--- src/rtl/serial_eq_pkg.sv ---
// Shared types and helpers for the bit-serial word comparator (serial_eq_ctrl).
package serial_eq_pkg;

    typedef enum logic [1:0] {
        S_IDLE = 2'd0,
        S_SCAN = 2'd1,
        S_DONE = 2'd2
    } state_t;

    // Width of a bit index into a width-bit word, never less than one bit.
    function automatic int idx_w(input int width);
        return (width <= 1) ? 1 : $clog2(width);
    endfunction

endpackage

--- src/rtl/eq1.sv ---
// 1-bit equality cell shared by the serial comparator: out=1 when b1 equals b2.
module eq1 (
    input  logic b1,
    input  logic b2,
    output logic out
);

    assign out = ~(b1 ^ b2);

endmodule

--- src/rtl/serial_eq_ctrl.sv ---
// Bit-serial WIDTH-bit equality sequencer, LSB first, with start/busy/done handshake.
// Optional build macro SERIAL_EQ_EARLY_EXIT_EN ends the scan at the first mismatch.
module serial_eq_ctrl
    import serial_eq_pkg::*;
#(
    parameter  int WIDTH = 8,
    localparam int IDX_W = idx_w(WIDTH)
) (
    input  logic             clk,
    input  logic             rst_n,
    input  logic             start,
    input  logic [WIDTH-1:0] a,
    input  logic [WIDTH-1:0] b,
    output logic             busy,
    output logic             done,
    output logic             equal,
    output logic [IDX_W-1:0] mismatch_idx
);

    localparam int               CNT_W = IDX_W + 1;
    localparam logic [CNT_W-1:0] LAST  = CNT_W'(WIDTH - 1);

    state_t             state;
    state_t             state_next;
    logic [WIDTH-1:0]   a_sh;
    logic [WIDTH-1:0]   b_sh;
    logic [CNT_W-1:0]   cnt;
    logic               eq_acc;
    logic [IDX_W-1:0]   idx_r;
    logic               bit_eq;
    logic               accept;

    eq1 u_eq1 (
        .b1  (a_sh[0]),
        .b2  (b_sh[0]),
        .out (bit_eq)
    );

    assign accept = (state == S_IDLE) && start;

    // NOTE: state is updated with non-blocking assignments so every flop samples pre-edge values.
    always_ff @(posedge clk) begin
        if (!rst_n) state <= S_IDLE;
        else        state <= state_next;
    end

    // NOTE: state_next gets a default first so no path through the case infers a latch.
    always_comb begin
        state_next = state;
        unique case (state)
            S_IDLE: if (start) state_next = S_SCAN;
            S_SCAN: begin
                if (cnt == LAST) state_next = S_DONE;
`ifdef SERIAL_EQ_EARLY_EXIT_EN
                else if (!bit_eq) state_next = S_DONE;
`endif
            end
            S_DONE: state_next = S_IDLE;
            default: state_next = S_IDLE;
        endcase
    end

    always_comb begin
        busy = (state != S_IDLE);
        done = (state == S_DONE);
    end

    // NOTE: datapath registers are reset too, because equal/mismatch_idx are observable right after reset.
    always_ff @(posedge clk) begin
        if (!rst_n) begin
            a_sh   <= '0;
            b_sh   <= '0;
            cnt    <= '0;
            eq_acc <= 1'b0;
            idx_r  <= '0;
        end else if (accept) begin
            a_sh   <= a;
            b_sh   <= b;
            cnt    <= '0;
            eq_acc <= 1'b1;
            idx_r  <= '0;
        end else if (state == S_SCAN) begin
            a_sh <= a_sh >> 1;
            b_sh <= b_sh >> 1;
            cnt  <= cnt + CNT_W'(1);
            // Only the first mismatch is recorded; eq_acc guards later ones.
            if (!bit_eq && eq_acc) begin
                eq_acc <= 1'b0;
                idx_r  <= cnt[IDX_W-1:0];
            end
        end
    end

    assign equal        = eq_acc;
    assign mismatch_idx = idx_r;

endmodule

--- config.mk ---
export PLATFORM = sky130hd
export DESIGN_NAME = serial_eq_ctrl
export DESIGN_NICKNAME = d
export VERILOG_FILES = /design/src/rtl/serial_eq_pkg.sv /design/src/rtl/eq1.sv /design/src/rtl/serial_eq_ctrl.sv
export SDC_FILE = /design/constraint.sdc
export NUM_CORES = 1
export LEC_CHECK = 0
export BUFFER_PORTS_ARGS = -buffer_cell sky130_fd_sc_hd__buf_4
export CAP_MARGIN = 40
export CORE_MARGIN = 1.5
export CORE_UTILIZATION = 50
export DETAILED_ROUTE_END_ITERATION = 10
export GPL_TIMING_DRIVEN = 1
export HOLD_SLACK_MARGIN = 0.12
export MAX_ROUTING_LAYER = met4
export PLACE_DENSITY = 0.78
export SYNTH_ARGS = -nofsm -noshare
export SYNTH_HDL_FRONTEND = slang
export SYNTH_SLANG_ARGS = --single-unit
--- constraint.sdc ---
create_clock -name clk -period 2.8 [get_ports clk]
set_clock_uncertainty 0.15 [all_clocks]
set_input_delay 0.56 -clock clk [delete_from_list [all_inputs] [get_ports clk]]
set_output_delay 0.56 -clock clk [all_outputs]
set_load 0.005 [all_outputs]
==> results of run 1 <==
-- final cells by class --
type                       count  area (µm²)  share of cell area [%]
clock buffer                   4        36.3                    2.65
inverter                       3        11.3                   0.823
multi-input combinational    102         577                    42.2
sequential                    26         520                    38.1
tap                           28        35.0                    2.56
timing repair buffer          25         188                    13.7
-- worst paths after layout --
path	start	to	slack (ps)	depth (start not counted)
worst max register to register	state[0]$_SDFFE_PN0P_	mismatch_idx[1]$_SDFFE_PP0P_	960	4
worst min-delay path	b_sh[2]$_SDFFE_PN0P_	b_sh[1]$_SDFFE_PN0P_	310	2
worst max-delay path	state[0]$_SDFFE_PN0P_	busy	780	3
worst min register to register	b_sh[2]$_SDFFE_PN0P_	b_sh[1]$_SDFFE_PN0P_	310	2
-- sequential cells by signal, summed over array words and instances, names as in the netlist --
name	count
cnt	4
b_sh	8
equal	1
a_sh	8
mismatch_idx	3
state	2
-- critical path, stage by stage, from the launching register on --
cell and delay [ps]:
dfxtp_1 610, inv_1 170, nand2_1 110, buf_4 110
-- through the flow --
step                      cell area (µm²)  power, µW
final                                1370        715
after global routing                 1370        755
after CTS                            1370        719
after detailed placement             1330        534
after global placement               1330        530
after floorplan                      1160        498
-- routing by layer --
layer  vias to the layer above  routed length (µm)
met1                       488                1130
li1                        534                   -
met2                        24                1180
met3                         4                  88
met5                         -                   0
met4                         0                  29
-- synth_stat cells, types with 2 or more instances --
| master | count | area, µm² |
|---|---|---|
| a21oi_1 | 31 | 155 |
| dfxtp_1 | 26 | 521 |
| nand2_1 | 19 | 71.3 |
| o21ai_0 | 9 | 45.0 |
| o21ai_1 | 9 | 45.0 |
| buf_2 | 4 | 20.0 |
| nor2_1 | 4 | 15.0 |
| inv_1 | 3 | 11.3 |
| xnor2_1 | 3 | 26.3 |
| a21boi_0 | 2 | 15.0 |
| buf_6 | 2 | 22.5 |
| clkbuf_1 | 2 | 7.51 |
| nand3_1 | 2 | 10.0 |
| nand3b_1 | 2 | 15.0 |
| nand4_1 | 2 | 12.5 |
| nor2b_1 | 2 | 12.5 |
| o221ai_1 | 2 | 17.5 |
| or3b_2 | 2 | 17.5 |
-- cells by family after synthesis --
logic type | after synthesis | synth area share, %
AND/OR/NAND/NOR | 39 | 18.1
buffers and inverters | 12 | 5.70
AO/OA/AOI/OAI | 58 | 27.4
adder cells (fa/ha/maj) | 1 | 1.08
flip-flops | 26 | 44.7
XOR/XNOR | 4 | 3.01
-- where the power goes --
part	total [µW]	internal (µW)	switching, µW	leakage (µW)
combinational	112	53.1	58.7	0.000289
clock	189	79.5	109	0.0000210
sequential	415	394	20.3	0.000214
total	715	527	188	0.000524
-- cells in the final DEF, fill, tap and decap left out --
| cell | count |
|---|---|
| o31ai_1 | 1 |
| nand4_1 | 2 |
| a21oi_1 | 31 |
| o21ai_0 | 9 |
| nor2b_1 | 2 |
| o21ai_1 | 9 |
| o21ba_2 | 1 |
| ha_1 | 1 |
| o2bb2ai_1 | 1 |
| a21boi_1 | 1 |
| or3b_4 | 1 |
| clkbuf_4 | 3 |
| or3_1 | 1 |
| buf_4 | 25 |
| clkbuf_8 | 1 |
| inv_1 | 3 |
| o221ai_1 | 2 |
| dfxtp_1 | 26 |
| a21boi_0 | 2 |
| nand2b_4 | 1 |
| o21a_1 | 1 |
| or3b_2 | 2 |
| nand2_1 | 19 |
| nor3_1 | 1 |
| nor3b_2 | 1 |
| nand3_1 | 2 |
| xnor2_1 | 3 |
| xor2_1 | 1 |
| nand3b_1 | 2 |
| or4_1 | 1 |
| nor2_1 | 4 |
==> flow_summary.ini, run 1 <==
[clock_tree]
numCtsBuffers = 3
insertion_delay_ps = 320
cts_tree = built
cts.sinks = 26
clockBufferDepth = 2
post-cts-setup-buffers = 0
cts.clk_slew.worst_paths_ps = 140
clockRootBuffer = clkbuf_4
cts_hold_buf = 0
htreeDepth = 1
cts_resized = 0

[routing]
vias = 1050
drt_iter0_markers = 30
drt-pass1-iter-count = 4
wl_mm = 2.43
ant_nets = 0
routedWlPerCell_um = 12.9
vias_per_cell = 5.59
drc_errors = 0

[cells_and_area]
fin_util_pct = 61.8
area_delta_synth_final_pct = 17.5
layoutNonFillerInstCount = 188
drive_above_1_share_pct = 21.9
fillCellCount = 199
antennaDiodeCount = 0
finalNetCount = 181

[sta]
setup_viol = 0
fmax_mhz = 495
whs_ps = 310
setup_slack_ps = 778
layout_min_cycle_time_ps = 2020
timing.final.crit_share_pct = 72.2
worstMarginPinSlew_ps = 812
finalHoldViolCount = 0
slew_viol_final = 0
fin_setup_tns_ps = 0
maxSlewHeadroom_pct = 45.7
rsz0062_at_grt = false

[global_routing]
grt_util_all_layers_pct = 21.0
grtUsageMet1_pct = 25.0
use_met2_pct = 37.0
grt_pass1_vias = 966
grt_max_degree = 22
busiest_layer = met2
antenna_found_initial = 0
met3_usage_pct = 2.63
grt_pass1_wl_mm = 4.12
grt_overflow = 0

[placed_design]
post-dp-hpwl_mm = 1.73
place_congestion = 0.794
io_buffers = 24
pre_cts_slack_ps = 922
dp_cells = 184

[floorplanning]
start_util_pct = 52.6
boundaryPins = 25
die_h_um = 51.2
fp.coreArea_um2 = 2210
dieArea_um2 = 2630
rows = 17
die_width_um = 51.2

[worst_setup_path]
crit_fanout = 10
worst_ep_arrival_time_ps = 1310
criticalPathCategory = register to output pin
crit_required_ps = 2090
crit_path_start_kind = register
cp-end-kind = output pin

[yosys]
synth_flop_cell = dfxtp_1
syn_area_um2 = 1160
synthArstFlopShare_pct = 0
avgSynthCellArea_um2 = 8.31
ys_seq_area_share_pct = 44.7
synth_nets = 160
synth.distinct_cells = 32
yosysWarnings = 0
synth_edf_count = 0
synthesis.instances = 140
ys_ff_latch = 26

[power]
vdd_drop_max_mv = 0.326
leakage_uw = 0.000524
cellPowerDensity_nw_per_um2 = 523

[job]
drv_cap = 0

[run_status]
status = complete, no violations

[min_path]
hold_path.class = register to register
Power figures use the tool's default switching activity.
==> run 2: changes to the inputs <==
--- a/config.mk
+++ b/config.mk
@@ -8,12 +8,12 @@
 export BUFFER_PORTS_ARGS = -buffer_cell sky130_fd_sc_hd__buf_4
 export CAP_MARGIN = 40
 export CORE_MARGIN = 1.5
-export CORE_UTILIZATION = 50
+export CORE_UTILIZATION = 47
 export DETAILED_ROUTE_END_ITERATION = 10
 export GPL_TIMING_DRIVEN = 1
 export HOLD_SLACK_MARGIN = 0.12
 export MAX_ROUTING_LAYER = met4
-export PLACE_DENSITY = 0.78
+export PLACE_DENSITY = 0.77
 export SYNTH_ARGS = -nofsm -noshare
 export SYNTH_HDL_FRONTEND = slang
 export SYNTH_SLANG_ARGS = --single-unit
==> constraint.sdc (replaced) <==
create_clock -name clk -period 1.75 [get_ports clk]
set_clock_uncertainty 0.15 [all_clocks]
set_input_delay 0.35 -clock clk [delete_from_list [all_inputs] [get_ports clk]]
set_output_delay 0.35 -clock clk [all_outputs]
set_load 0.005 [all_outputs]
==> run 2 against run 1 <==
Hold slack worse by 180 ps. Final cell count is 1.6% higher. Flip-flop and latch count unchanged. Routed wire length is 2.7% higher. Combinational power grew 68%. Total power grew 61%. Critical path depth did not move. Sequential share of layout area shrank 0.57 points. Clock power up 59%. Die area increased by 6.0%. Cell area is 2.0% higher. Via count fell by 0.95%. Largest power group unchanged.
==> flow_summary.ini, run 2 (synthesized netlist as in run 1, its figures left out) <==
[power]
p_sw_uw = 301
intPower_uw = 850
power_frac_clock_pct = 26.1
p_seq_share_pct = 57.6
pwr-share-comb_pct = 16.3
leakage_uw = 0.000538
vdd_drop_max_mv = 0.496
cellPowerDensity_nw_per_um2 = 825
swShare_pct = 26.2

[clock_tree]
htreeDepth = 1
cts_tree = built
post-cts-setup-buffers = 0
numCtsBuffers = 3
cts.sinks = 26
clockRootBuffer = clkbuf_4
insertion_delay_ps = 320
clockBufferDepth = 2
cts.clk_slew.worst_paths_ps = 130

[sta]
slew_viol_final = 0
whs_ps = 126
timing.final.crit_share_pct = 92.6
finalHoldViolCount = 0
maxSlewHeadroom_pct = 75.5
setup_viol = 0
fmax_mhz = 617
fin_setup_tns_ps = 0
rsz0062_at_grt = false
layout_min_cycle_time_ps = 1620
worstMarginPinSlew_ps = 365

[global_routing]
grt_max_degree = 21
grt_pass1_vias = 972
antenna_found_initial = 0
grt_pass1_wl_mm = 4.10
grt_util_all_layers_pct = 20.6
grt_overflow = 0

[worst_setup_path]
crit_required_ps = 1250
criticalPathCategory = register to output pin
cp-end-kind = output pin
crit_path_start_kind = register
worst_ep_arrival_time_ps = 1120
crit_fanout = 10

[routing]
drc_errors = 0
drt-pass1-iter-count = 4
drt_iter0_markers = 18
ant_nets = 0
routedWlPerCell_um = 13.1
vias = 1040
wl_mm = 2.50
vias_per_cell = 5.45

[cells_and_area]
finalNetCount = 184
area_delta_synth_final_pct = 19.9
fillCellCount = 203
multi_input_area_um2 = 577
mostFrequentLayoutCell = a21oi_1
drive_above_1_share_pct = 23.9
antennaDiodeCount = 0
final_cell_mix = a21oi_1 (31), buf_4 (27), dfxtp_1 (24)
regArea_um2 = 523
reg_top3 = a_sh (8), b_sh (8), cnt (4)

[min_path]
hold_path.class = input port to register

[placed_design]
io_buffers = 24
place_congestion = 0.740
post-dp-hpwl_mm = 1.78

[floorplanning]
dieArea_um2 = 2780
die_width_um = 52.8
boundaryPins = 25
die_h_um = 52.8
rows = 17
fp.coreArea_um2 = 2280
start_util_pct = 51.1

[run_status]
status = complete, no violations

[job]
drv_cap = 0
-- run 2: changes by cell type in the layout (fill, tap and decap cells not counted), sizes merged --
| cell | previous run | this run |
|---|---|---|
| dlygate4sd3 | 0 | 1 |
| buf | 25 | 27 |
-- run 2: final cells by class --
type / instances / share of cell area [%]
Tap cell: 28 / 2.51
Sequential cell: 26 / 37.5
Inverter: 3 / 0.807
Timing Repair Buffer: 28 / 15.2
Multi-Input combinational cell: 102 / 41.3
Clock buffer: 4 / 2.60
-- run 2: power by group through the flow --
| stage | Sequential [µW] | Combinational (µW) | Clock [µW] |
|---|---|---|---|
| 6_report | 663 | 188 | 300 |
| 3_5_place_dp | 676 | 187 | 0 |
| 3_3_place_gp | 673 | 181 | 0 |
| 4_1_cts | 663 | 188 | 309 |
| 5_1_grt | 668 | 209 | 332 |
| 2_1_floorplan | 664 | 132 | 0 |
-- run 2: critical path, cell delays in order (launching register included) --
cell and delay, ps:
dfxtp_2 440, inv_1 120, nor2_1 110, buf_4 120
-- run 2: metrics by stage --
stage | std cells | power, µW | utilization (%) | instance area [µm²] | worst slack, ps
2_1_floorplan | 140 | 796 | - | 1160 | 361
3_3_place_gp | 186 | 854 | 59.2 | 1350 | 250
3_5_place_dp | 186 | 862 | 59.2 | 1350 | 179
4_1_cts | 191 | 1160 | 61.3 | 1400 | 129
5_1_grt | 191 | 1210 | 61.3 | 1400 | 14.7
6_report | 191 | 1150 | 61.3 | 1400 | 130
-- run 2: per-layer routing --
| metal | global-route usage [%] | share of wire, % | vias up | routed length [µm] |
|---|---|---|---|---|
| li1 | - | - | 539 | - |
| met1 | 23.9 | 44 | 477 | 1100 |
| met2 | 35.4 | 51 | 21 | 1280 |
| met3 | 3.43 | 3.7 | 3 | 92 |
| met4 | 7.69 | 1.0 | 0 | 26 |
| met5 | - | 0 | - | 0 |
-- run 2: timing repair --
| action | 4_1_cts | 5_1_grt |
|---|---|---|
| endpoints found under the hold margin | 1 | 0 |
| hold buffers | 1 | 0 |
| endpoints found under the setup margin | 2 | 0 |
| gates resized for setup | 2 | 0 |
-- run 2: final timing paths --
path / cells past startpoint / start / endpoint / slack, ps
worst max-delay path: 3 / state[1]$_SDFFE_PN0P_ / done / 130
worst min-delay path: 3 / b[7] / b_sh[7]$_SDFFE_PN0P_ / 130
worst max register to register: 3 / state[0]$_SDFFE_PN0P_ / cnt[2]$_SDFFE_PP0N_ / 240
worst min register to register: 2 / a_sh[1]$_SDFFE_PN0P_ / a_sh[1]$_SDFFE_PN0P_ / 310
